## src/rtl/dmem_arbiter_pkg.sv

```systemverilog
// Shared definitions for the two-port data-memory arbiter: state encoding,
// port indices and the default lock limit.
package dmem_arbiter_pkg;

    localparam int NUM_PORTS        = 2;
    localparam int PORT0            = 0;
    localparam int PORT1            = 1;
    localparam int DATA_W           = 32;
    localparam int LOCK_MAX_DEFAULT = 16;

    typedef enum logic [1:0] {
        ST_IDLE = 2'd0,
        ST_OWN0 = 2'd1,
        ST_OWN1 = 2'd2
    } arb_state_t;

endpackage

```

## src/rtl/dmem_arbiter_if.sv

```systemverilog
// Bundle of both requester ports plus the data-memory side of the arbiter.
// master = requesters and memory model, slave = the arbiter itself.
interface dmem_arbiter_if;
    import dmem_arbiter_pkg::*;

    logic              p0_req;
    logic              p1_req;
    logic              p0_we;
    logic              p1_we;
    logic              p0_lock;
    logic              p1_lock;
    logic [DATA_W-1:0] p0_addr;
    logic [DATA_W-1:0] p1_addr;
    logic [DATA_W-1:0] p0_wdata;
    logic [DATA_W-1:0] p1_wdata;
    logic              p0_gnt;
    logic              p1_gnt;
    logic              p0_rvalid;
    logic              p1_rvalid;
    logic [DATA_W-1:0] rdata;
    logic              mem_re;
    logic              mem_we;
    logic [DATA_W-1:0] mem_addr;
    logic [DATA_W-1:0] mem_wdata;
    logic [DATA_W-1:0] mem_rdata;

    modport master (
        output p0_req, p1_req, p0_we, p1_we, p0_lock, p1_lock,
        output p0_addr, p1_addr, p0_wdata, p1_wdata, mem_rdata,
        input  p0_gnt, p1_gnt, p0_rvalid, p1_rvalid, rdata,
        input  mem_re, mem_we, mem_addr, mem_wdata
    );

    modport slave (
        input  p0_req, p1_req, p0_we, p1_we, p0_lock, p1_lock,
        input  p0_addr, p1_addr, p0_wdata, p1_wdata, mem_rdata,
        output p0_gnt, p1_gnt, p0_rvalid, p1_rvalid, rdata,
        output mem_re, mem_we, mem_addr, mem_wdata
    );

endinterface

```

## src/rtl/dmem_arbiter_rr_lock_ctrl.sv

```systemverilog
// Round-robin grant decode with bounded lock ownership. Grants are
// combinational from the registered state, `last` pointer and lock counter.
module rr_lock_ctrl
    import dmem_arbiter_pkg::*;
#(
    parameter int LOCK_MAX = LOCK_MAX_DEFAULT
) (
    input  logic                 clk,
    input  logic                 srst,
    input  logic [NUM_PORTS-1:0] req,
    input  logic [NUM_PORTS-1:0] lock,
    output logic [NUM_PORTS-1:0] gnt
);

    // The grant that opens a tenure is one held cycle already, so the counter
    // trips one short of LOCK_MAX-1 to cap the hold at LOCK_MAX cycles.
    localparam int             CNT_W    = (LOCK_MAX > 2) ? $clog2(LOCK_MAX) : 1;
    localparam logic [CNT_W-1:0] CNT_LAST = CNT_W'(LOCK_MAX - 2);

    arb_state_t           state_reg;
    logic                 last_reg;
    logic [CNT_W-1:0]     cnt_reg;
    logic [NUM_PORTS-1:0] other_req;
    logic                 owner;
    logic                 owner_active;
    logic                 lock_hit;

    for (genvar gi = 0; gi < NUM_PORTS; gi++) begin : g_other
        assign other_req[gi] = req[NUM_PORTS-1-gi];
    end

    assign owner        = (state_reg == ST_OWN1);
    assign owner_active = ((state_reg == ST_OWN0) && req[PORT0]) ||
                          ((state_reg == ST_OWN1) && req[PORT1]);
    assign lock_hit     = owner_active && other_req[owner] && (cnt_reg == CNT_LAST);

    // An owner that drops req releases the memory in the same cycle, so the
    // other port is arbitrated exactly as in IDLE.
    always_comb begin
        gnt = '0;
        if (!srst) begin
            if (owner_active)
                gnt[owner] = 1'b1;
            else if (req[PORT0] && (!req[PORT1] || last_reg))
                gnt[PORT0] = 1'b1;
            else if (req[PORT1])
                gnt[PORT1] = 1'b1;
        end
    end

    always_ff @(posedge clk) begin
        if (srst) begin
            state_reg <= ST_IDLE;
            last_reg  <= 1'b1;
            cnt_reg   <= '0;
        end else if (owner_active) begin
            if (other_req[owner])
                cnt_reg <= cnt_reg + 1'b1;
            if (!lock[owner] || lock_hit)
                state_reg <= ST_IDLE;
        end else if (|gnt) begin
            last_reg  <= gnt[PORT1];
            cnt_reg   <= '0;
            state_reg <= !lock[gnt[PORT1]] ? ST_IDLE :
                         (gnt[PORT1] ? ST_OWN1 : ST_OWN0);
        end else begin
            state_reg <= ST_IDLE;
        end
    end

endmodule

```

## src/rtl/dmem_arbiter.sv

```systemverilog
// Two-port data-memory arbiter: grant control, memory request mux and the
// shared one-cycle read-data register.
module dmem_arbiter
    import dmem_arbiter_pkg::*;
#(
    parameter int LOCK_MAX = LOCK_MAX_DEFAULT
) (
    input logic           clk,
    input logic           rst,
    dmem_arbiter_if.slave bus
);

    logic [NUM_PORTS-1:0] req;
    logic [NUM_PORTS-1:0] we;
    logic [NUM_PORTS-1:0] lock;
    logic [NUM_PORTS-1:0] gnt;
    logic [NUM_PORTS-1:0] rvalid_reg;
    logic [DATA_W-1:0]    rdata_reg;
    logic [DATA_W-1:0]    mem_addr_next;
    logic [DATA_W-1:0]    mem_wdata_next;

    assign req  = {bus.p1_req,  bus.p0_req};
    assign we   = {bus.p1_we,   bus.p0_we};
    assign lock = {bus.p1_lock, bus.p0_lock};

    rr_lock_ctrl #(.LOCK_MAX(LOCK_MAX)) u_ctrl (
        .clk  (clk),
        .srst (rst),
        .req  (req),
        .lock (lock),
        .gnt  (gnt)
    );

    assign bus.p0_gnt = gnt[PORT0];
    assign bus.p1_gnt = gnt[PORT1];

    // Address and data are zeroed without a grant so the memory sees no stale bus.
    always_comb begin
        mem_addr_next  = '0;
        mem_wdata_next = '0;
        if (gnt[PORT0]) begin
            mem_addr_next  = bus.p0_addr;
            mem_wdata_next = bus.p0_wdata;
        end else if (gnt[PORT1]) begin
            mem_addr_next  = bus.p1_addr;
            mem_wdata_next = bus.p1_wdata;
        end
    end

    assign bus.mem_addr  = mem_addr_next;
    assign bus.mem_wdata = mem_wdata_next;
    assign bus.mem_we    = |(gnt & we);
    assign bus.mem_re    = |(gnt & ~we);

    always_ff @(posedge clk) begin
        if (rst) begin
            rvalid_reg <= '0;
            rdata_reg  <= '0;
        end else begin
            rvalid_reg <= gnt & ~we;
            if (|(gnt & ~we))
                rdata_reg <= bus.mem_rdata;
        end
    end

    assign bus.p0_rvalid = rvalid_reg[PORT0];
    assign bus.p1_rvalid = rvalid_reg[PORT1];
    assign bus.rdata     = rdata_reg;

endmodule
```

## src/flat_wrapper.sv

```systemverilog
// flat-port wrapper written by rule: the top's interface ports become plain ports
module dmem_arbiter_flat import dmem_arbiter_pkg::*;
#(
    parameter int LOCK_MAX = LOCK_MAX_DEFAULT
)
  (clk, rst, bus_p0_req, bus_p1_req, bus_p0_we, bus_p1_we, bus_p0_lock, bus_p1_lock, bus_p0_addr, bus_p1_addr, bus_p0_wdata, bus_p1_wdata, bus_mem_rdata, bus_p0_gnt, bus_p1_gnt, bus_p0_rvalid, bus_p1_rvalid, bus_rdata, bus_mem_re, bus_mem_we, bus_mem_addr, bus_mem_wdata);
  dmem_arbiter_if bus_i ();
  input logic clk;
  input logic rst;
  input wire logic [$bits(bus_i.p0_req)-1:0] bus_p0_req;
  input wire logic [$bits(bus_i.p1_req)-1:0] bus_p1_req;
  input wire logic [$bits(bus_i.p0_we)-1:0] bus_p0_we;
  input wire logic [$bits(bus_i.p1_we)-1:0] bus_p1_we;
  input wire logic [$bits(bus_i.p0_lock)-1:0] bus_p0_lock;
  input wire logic [$bits(bus_i.p1_lock)-1:0] bus_p1_lock;
  input wire logic [$bits(bus_i.p0_addr)-1:0] bus_p0_addr;
  input wire logic [$bits(bus_i.p1_addr)-1:0] bus_p1_addr;
  input wire logic [$bits(bus_i.p0_wdata)-1:0] bus_p0_wdata;
  input wire logic [$bits(bus_i.p1_wdata)-1:0] bus_p1_wdata;
  input wire logic [$bits(bus_i.mem_rdata)-1:0] bus_mem_rdata;
  output wire logic [$bits(bus_i.p0_gnt)-1:0] bus_p0_gnt;
  output wire logic [$bits(bus_i.p1_gnt)-1:0] bus_p1_gnt;
  output wire logic [$bits(bus_i.p0_rvalid)-1:0] bus_p0_rvalid;
  output wire logic [$bits(bus_i.p1_rvalid)-1:0] bus_p1_rvalid;
  output wire logic [$bits(bus_i.rdata)-1:0] bus_rdata;
  output wire logic [$bits(bus_i.mem_re)-1:0] bus_mem_re;
  output wire logic [$bits(bus_i.mem_we)-1:0] bus_mem_we;
  output wire logic [$bits(bus_i.mem_addr)-1:0] bus_mem_addr;
  output wire logic [$bits(bus_i.mem_wdata)-1:0] bus_mem_wdata;
  assign bus_i.p0_req = bus_p0_req;
  assign bus_i.p1_req = bus_p1_req;
  assign bus_i.p0_we = bus_p0_we;
  assign bus_i.p1_we = bus_p1_we;
  assign bus_i.p0_lock = bus_p0_lock;
  assign bus_i.p1_lock = bus_p1_lock;
  assign bus_i.p0_addr = bus_p0_addr;
  assign bus_i.p1_addr = bus_p1_addr;
  assign bus_i.p0_wdata = bus_p0_wdata;
  assign bus_i.p1_wdata = bus_p1_wdata;
  assign bus_i.mem_rdata = bus_mem_rdata;
  assign bus_p0_gnt = bus_i.p0_gnt;
  assign bus_p1_gnt = bus_i.p1_gnt;
  assign bus_p0_rvalid = bus_i.p0_rvalid;
  assign bus_p1_rvalid = bus_i.p1_rvalid;
  assign bus_rdata = bus_i.rdata;
  assign bus_mem_re = bus_i.mem_re;
  assign bus_mem_we = bus_i.mem_we;
  assign bus_mem_addr = bus_i.mem_addr;
  assign bus_mem_wdata = bus_i.mem_wdata;
  dmem_arbiter #(.LOCK_MAX(LOCK_MAX)) u_core (.clk(clk), .rst(rst), .bus(bus_i));
endmodule
```

## config.mk

```make
export PLATFORM = sky130hd
export DESIGN_NAME = dmem_arbiter_flat
export DESIGN_NICKNAME = d
export VERILOG_FILES = /design/src/rtl/dmem_arbiter_pkg.sv /design/src/rtl/dmem_arbiter_if.sv /design/src/rtl/dmem_arbiter_rr_lock_ctrl.sv /design/src/rtl/dmem_arbiter.sv /design/src/flat_wrapper.sv
export SDC_FILE = /design/constraint.sdc
export NUM_CORES = 1
export LEC_CHECK = 0
export ABC_AREA = 1
export CORE_AREA = 4 4 108 110
export DETAILED_ROUTE_END_ITERATION = 12
export DIE_AREA = 0 0 112 114
export DONT_BUFFER_PORTS = 1
export SKIP_CTS_REPAIR_TIMING = 1
export SYNTH_ARGS = -nofsm -noshare
export SYNTH_HDL_FRONTEND = slang
export SYNTH_SLANG_ARGS = --single-unit
```

## constraint.sdc

```tcl
create_clock -name clk -period 4.45 [get_ports clk]
set_input_delay 0.89 -clock clk [delete_from_list [all_inputs] [get_ports clk]]
set_output_delay 0.89 -clock clk [all_outputs]
set_load 0.005 [all_outputs]
```

==> summary.md <==
| Metric | Value |
|---|---|
| Setup TNS | `0 ps` |
| Critical path class | `in -> out` |
| H-tree levels | `2` |
| Post-synthesis compound-gate area fraction | `0.2926` |
| DRT antenna net count | `0` |
| First-pass GRT wire length | `around 16000 um` |
| Setup crit end kind | `primary output` |
| Syn Area/Cell | `around 7.0 sq um` |
| DR WL met2 | `around 5300 um` |
| Fin area | `0.002740 sq mm` |
| Simple-gate portion of the synthesized area | `0.2417` |
| Hold Path Class | `reg -> reg` |
| Kind of start point of the critical path | `primary input` |
| Final #Nets | `between 500 and 600` |
| Hold path start | `u_core.u_ctrl.last_reg` |
| Status | `complete, no violations` |
| Vias per cell | `5.305` |
| CTS Buf Count | `5` |
| Library cells used by synthesis | `24` |
| Final number of hold-violating endpoints | `0` |
| Achievable frequency | `297.6 MHz` |
| Area contributors post-synth | `dfxtp_1, a22o_1, nand2_1, nand3_1, a21oi_1` |
| PwrDens | `between 300 and 400 mW/mm^2` |
| Count leader, synth | `a22o_1` |
| Vias in the first global route | `~2400` |
| Total Wirelength | `11930 um` |
| WP data required | `roughly 3600 ps` |
| Met3 routed WL | `1974 um` |
| Reg2reg end | `u_core.bus.rdata[28]` |
| Filler Cell Count | `1171` |
| Clock sinks | `between 40 and 50` |
| Area of the mapped netlist | `between 0.002 and 0.003 sq mm` |
| RSZ-0062 raised after global routing | `no` |
| DR DRC count | `0` |
| First DRT Iteration DRCs | `144` |
| Start of the worst register-to-register path | `u_core.u_ctrl.state_reg[0]` |
| DIE AREA | `around 0.013 sq mm` |
| Rel. slew slack | `0.5689` |
| Final slew viol count | `0` |
| IO buf count | `0` |
| Post-synthesis mux area share | `0` |
| Setup violators final | `0` |
| Post-DP Area | `0.002654 sq mm` |
| Core footprint | `between 0.01 and 0.015 sq mm` |
| Cell taking the most area after synthesis | `dfxtp_1` |
| Xor/xnor cell area share of the yosys netlist | `0.006728` |
| Main combinational cell family by area after synthesis | `compound AO/OA/AOI/OAI gates` |
| Largest net degree at the start of global routing | `66` |
| Area growth, synth to finish | `5.238%` |
| Worst R2R Path Depth | `8` |
| Mapped Nets | `540` |
| Leak pwr | `around 1.3 nW` |
| # rows | `38` |
| Worst-Margin Slew | `646.6 ps` |
| Max VDD drop | `approximately 0.20 mV` |
| Sequential share of the synthesized area | `0.3152` |
| Crit path DAT | `2470 ps` |
| Worst-Skew Late Latency | `a little under 300 ps` |
| Clock tree buffer depth | `2` |
| Via Count | `about 2600` |
| Tmin final | `about 3400 ps` |
| IO Pins | `between 200 and 300` |
| Synth cell count leaders | `a22o_1, nand2_1, inv_1, dfxtp_1, nand3_1` |
| Clock skew | `just under 8 ps` |
| Highest metal used | `met5` |
| Top_reg_cell synth | `dfxtp_1` |
| Fraction of layout cells with a size suffix above 1 | `0.06838` |
| Post-synthesis async set-or-reset flop share | `0` |
| Drt wl/cell | `around 24 um` |
| Initial Utilization | `0.2434` |
| CTS tree | `built` |
| Wl on met1 | `4486 um` |
| Post-synth top area share | `0.3152` |
| Yosys warns | `0` |
| Die Height | `~110 um` |
| R2r setup slk | `~2300 ps` |
| Final Cycle Share | `0.7552` |
| Clock-pin slew on the worst setup and hold paths | `about 80 ps` |
| Initial antenna violation count | `1` |
| Total track usage | `0.1721` |
| Overflow after GRT | `0` |
| Gp weighted congestion | `~1.1` |
| Count of flip-flops with a built-in enable after synthesis | `0` |
| Antenna diode count | `0` |
| WHS Path Cells | `2` |
| CTS Root Cell | `clkbuf_8` |
| Max FFs per register | `32` |
| Hold EP | `u_core.u_ctrl.last_reg` |
| First drt pass iteration count | `6` |
| Post-synthesis adder-cell area fraction | `0.009611` |
| Max-cap violations | `0` |
| Yosys reg bits | `41` |
| Die Wd | `~110 um` |
| Post-DP HPWL | `9978 um` |
| Post-Syn Instances | `370` |
| Worst Path Max Fanout | `49` |
-- critical path: stages --
cell     delay [ps]
nand3_2         110
nand2_2         140
nor2_2           60
nor2_4          440
buf_4           520
a22o_1          290
-- per-layer routing --
metal,vias to the layer above,track usage
li1,1227,-
met1,1182,0.2014
met2,185,0.2658
met3,9,0.1130
met4,2,0.03606
met5,-,0
-- how the worst max path moves through the flow --
| stage | start | to | slack (ps) | cells after the start |
|---|---|---|---|---|
| detailed placement | bus_p0_req | bus_mem_wdata[22] | 1120 | 6 |
| global route | bus_p1_req | bus_mem_wdata[22] | 970 | 6 |
| CTS | bus_p0_req | bus_mem_wdata[22] | 1120 | 6 |
| floorplan | bus_p0_req | bus_mem_addr[23] | 1760 | 7 |
| finish | bus_p0_req | bus_mem_wdata[25] | 1090 | 6 |
| global placement | bus_p0_req | bus_mem_wdata[22] | 1210 | 6 |
-- metrics by stage --
stage / hold WS (ps) / util / setup WS (ps) / cells / total power (W)
2_1_floorplan: 445.7 / - / 1763 / 370 / 0.0005800
3_3_place_gp: 484.9 / 0.2481 / 1212 / 484 / 0.0006167
3_5_place_dp: 502.5 / 0.2481 / 1119 / 484 / 0.0006257
4_1_cts: 512.5 / 0.2561 / 1118 / 491 / 0.0008764
5_1_grt: 548.6 / 0.2561 / 966.6 / 491 / 0.0009219
6_report: 508.4 / 0.2561 / 1090 / 491 / 0.0008614
-- cell families (layout without fill, tap and decap cells) --
logic type,Yosys count,count (layout)
compound gates,104,104
xor+xnor,2,2
buf+inv,80,61
fa+ha+maj,2,2
flops,41,41
simple gates,141,141
-- power by group --
| group | switching [W] | leakage, nW | internal, W | total [W] |
|---|---|---|---|---|
| Combinational | 0.000125 | 0.895 | 0.0000721 | 0.000197 |
| Clock | 0.000122 | 0.0443 | 0.000123 | 0.000245 |
| Sequential | 0.0000237 | 0.337 | 0.000395 | 0.000419 |
| Total | 0.000271 | 1.28 | 0.000591 | 0.000861 |
-- cells in the final DEF (no fill, tap or decap), drive strengths merged --
master,Yosys,layout
nor2,35,35
xnor2,1,1
buf,24,5
nand2,56,56
a22o,64,64
dfxtp,41,41
ha,2,2
nand4,8,8
clkbuf,7,7
a21oi,38,38
nand3,41,41
inv,49,49
nand3b,1,1
o22ai,1,1
o21ai,1,1
xor2,1,1
-- cell type report --
class	count	area (sq um)	share of cell area
Multi-Input combinational cell	249	1436	0.5242
Clock buffer	7	86.33	0.03151
Tap cell	140	175.2	0.06393
Timing Repair Buffer	5	37.54	0.01370
Inverter	49	183.9	0.06712
Sequential cell	41	820.8	0.2995
Note: power is estimated with default switching activity, not from simulation.
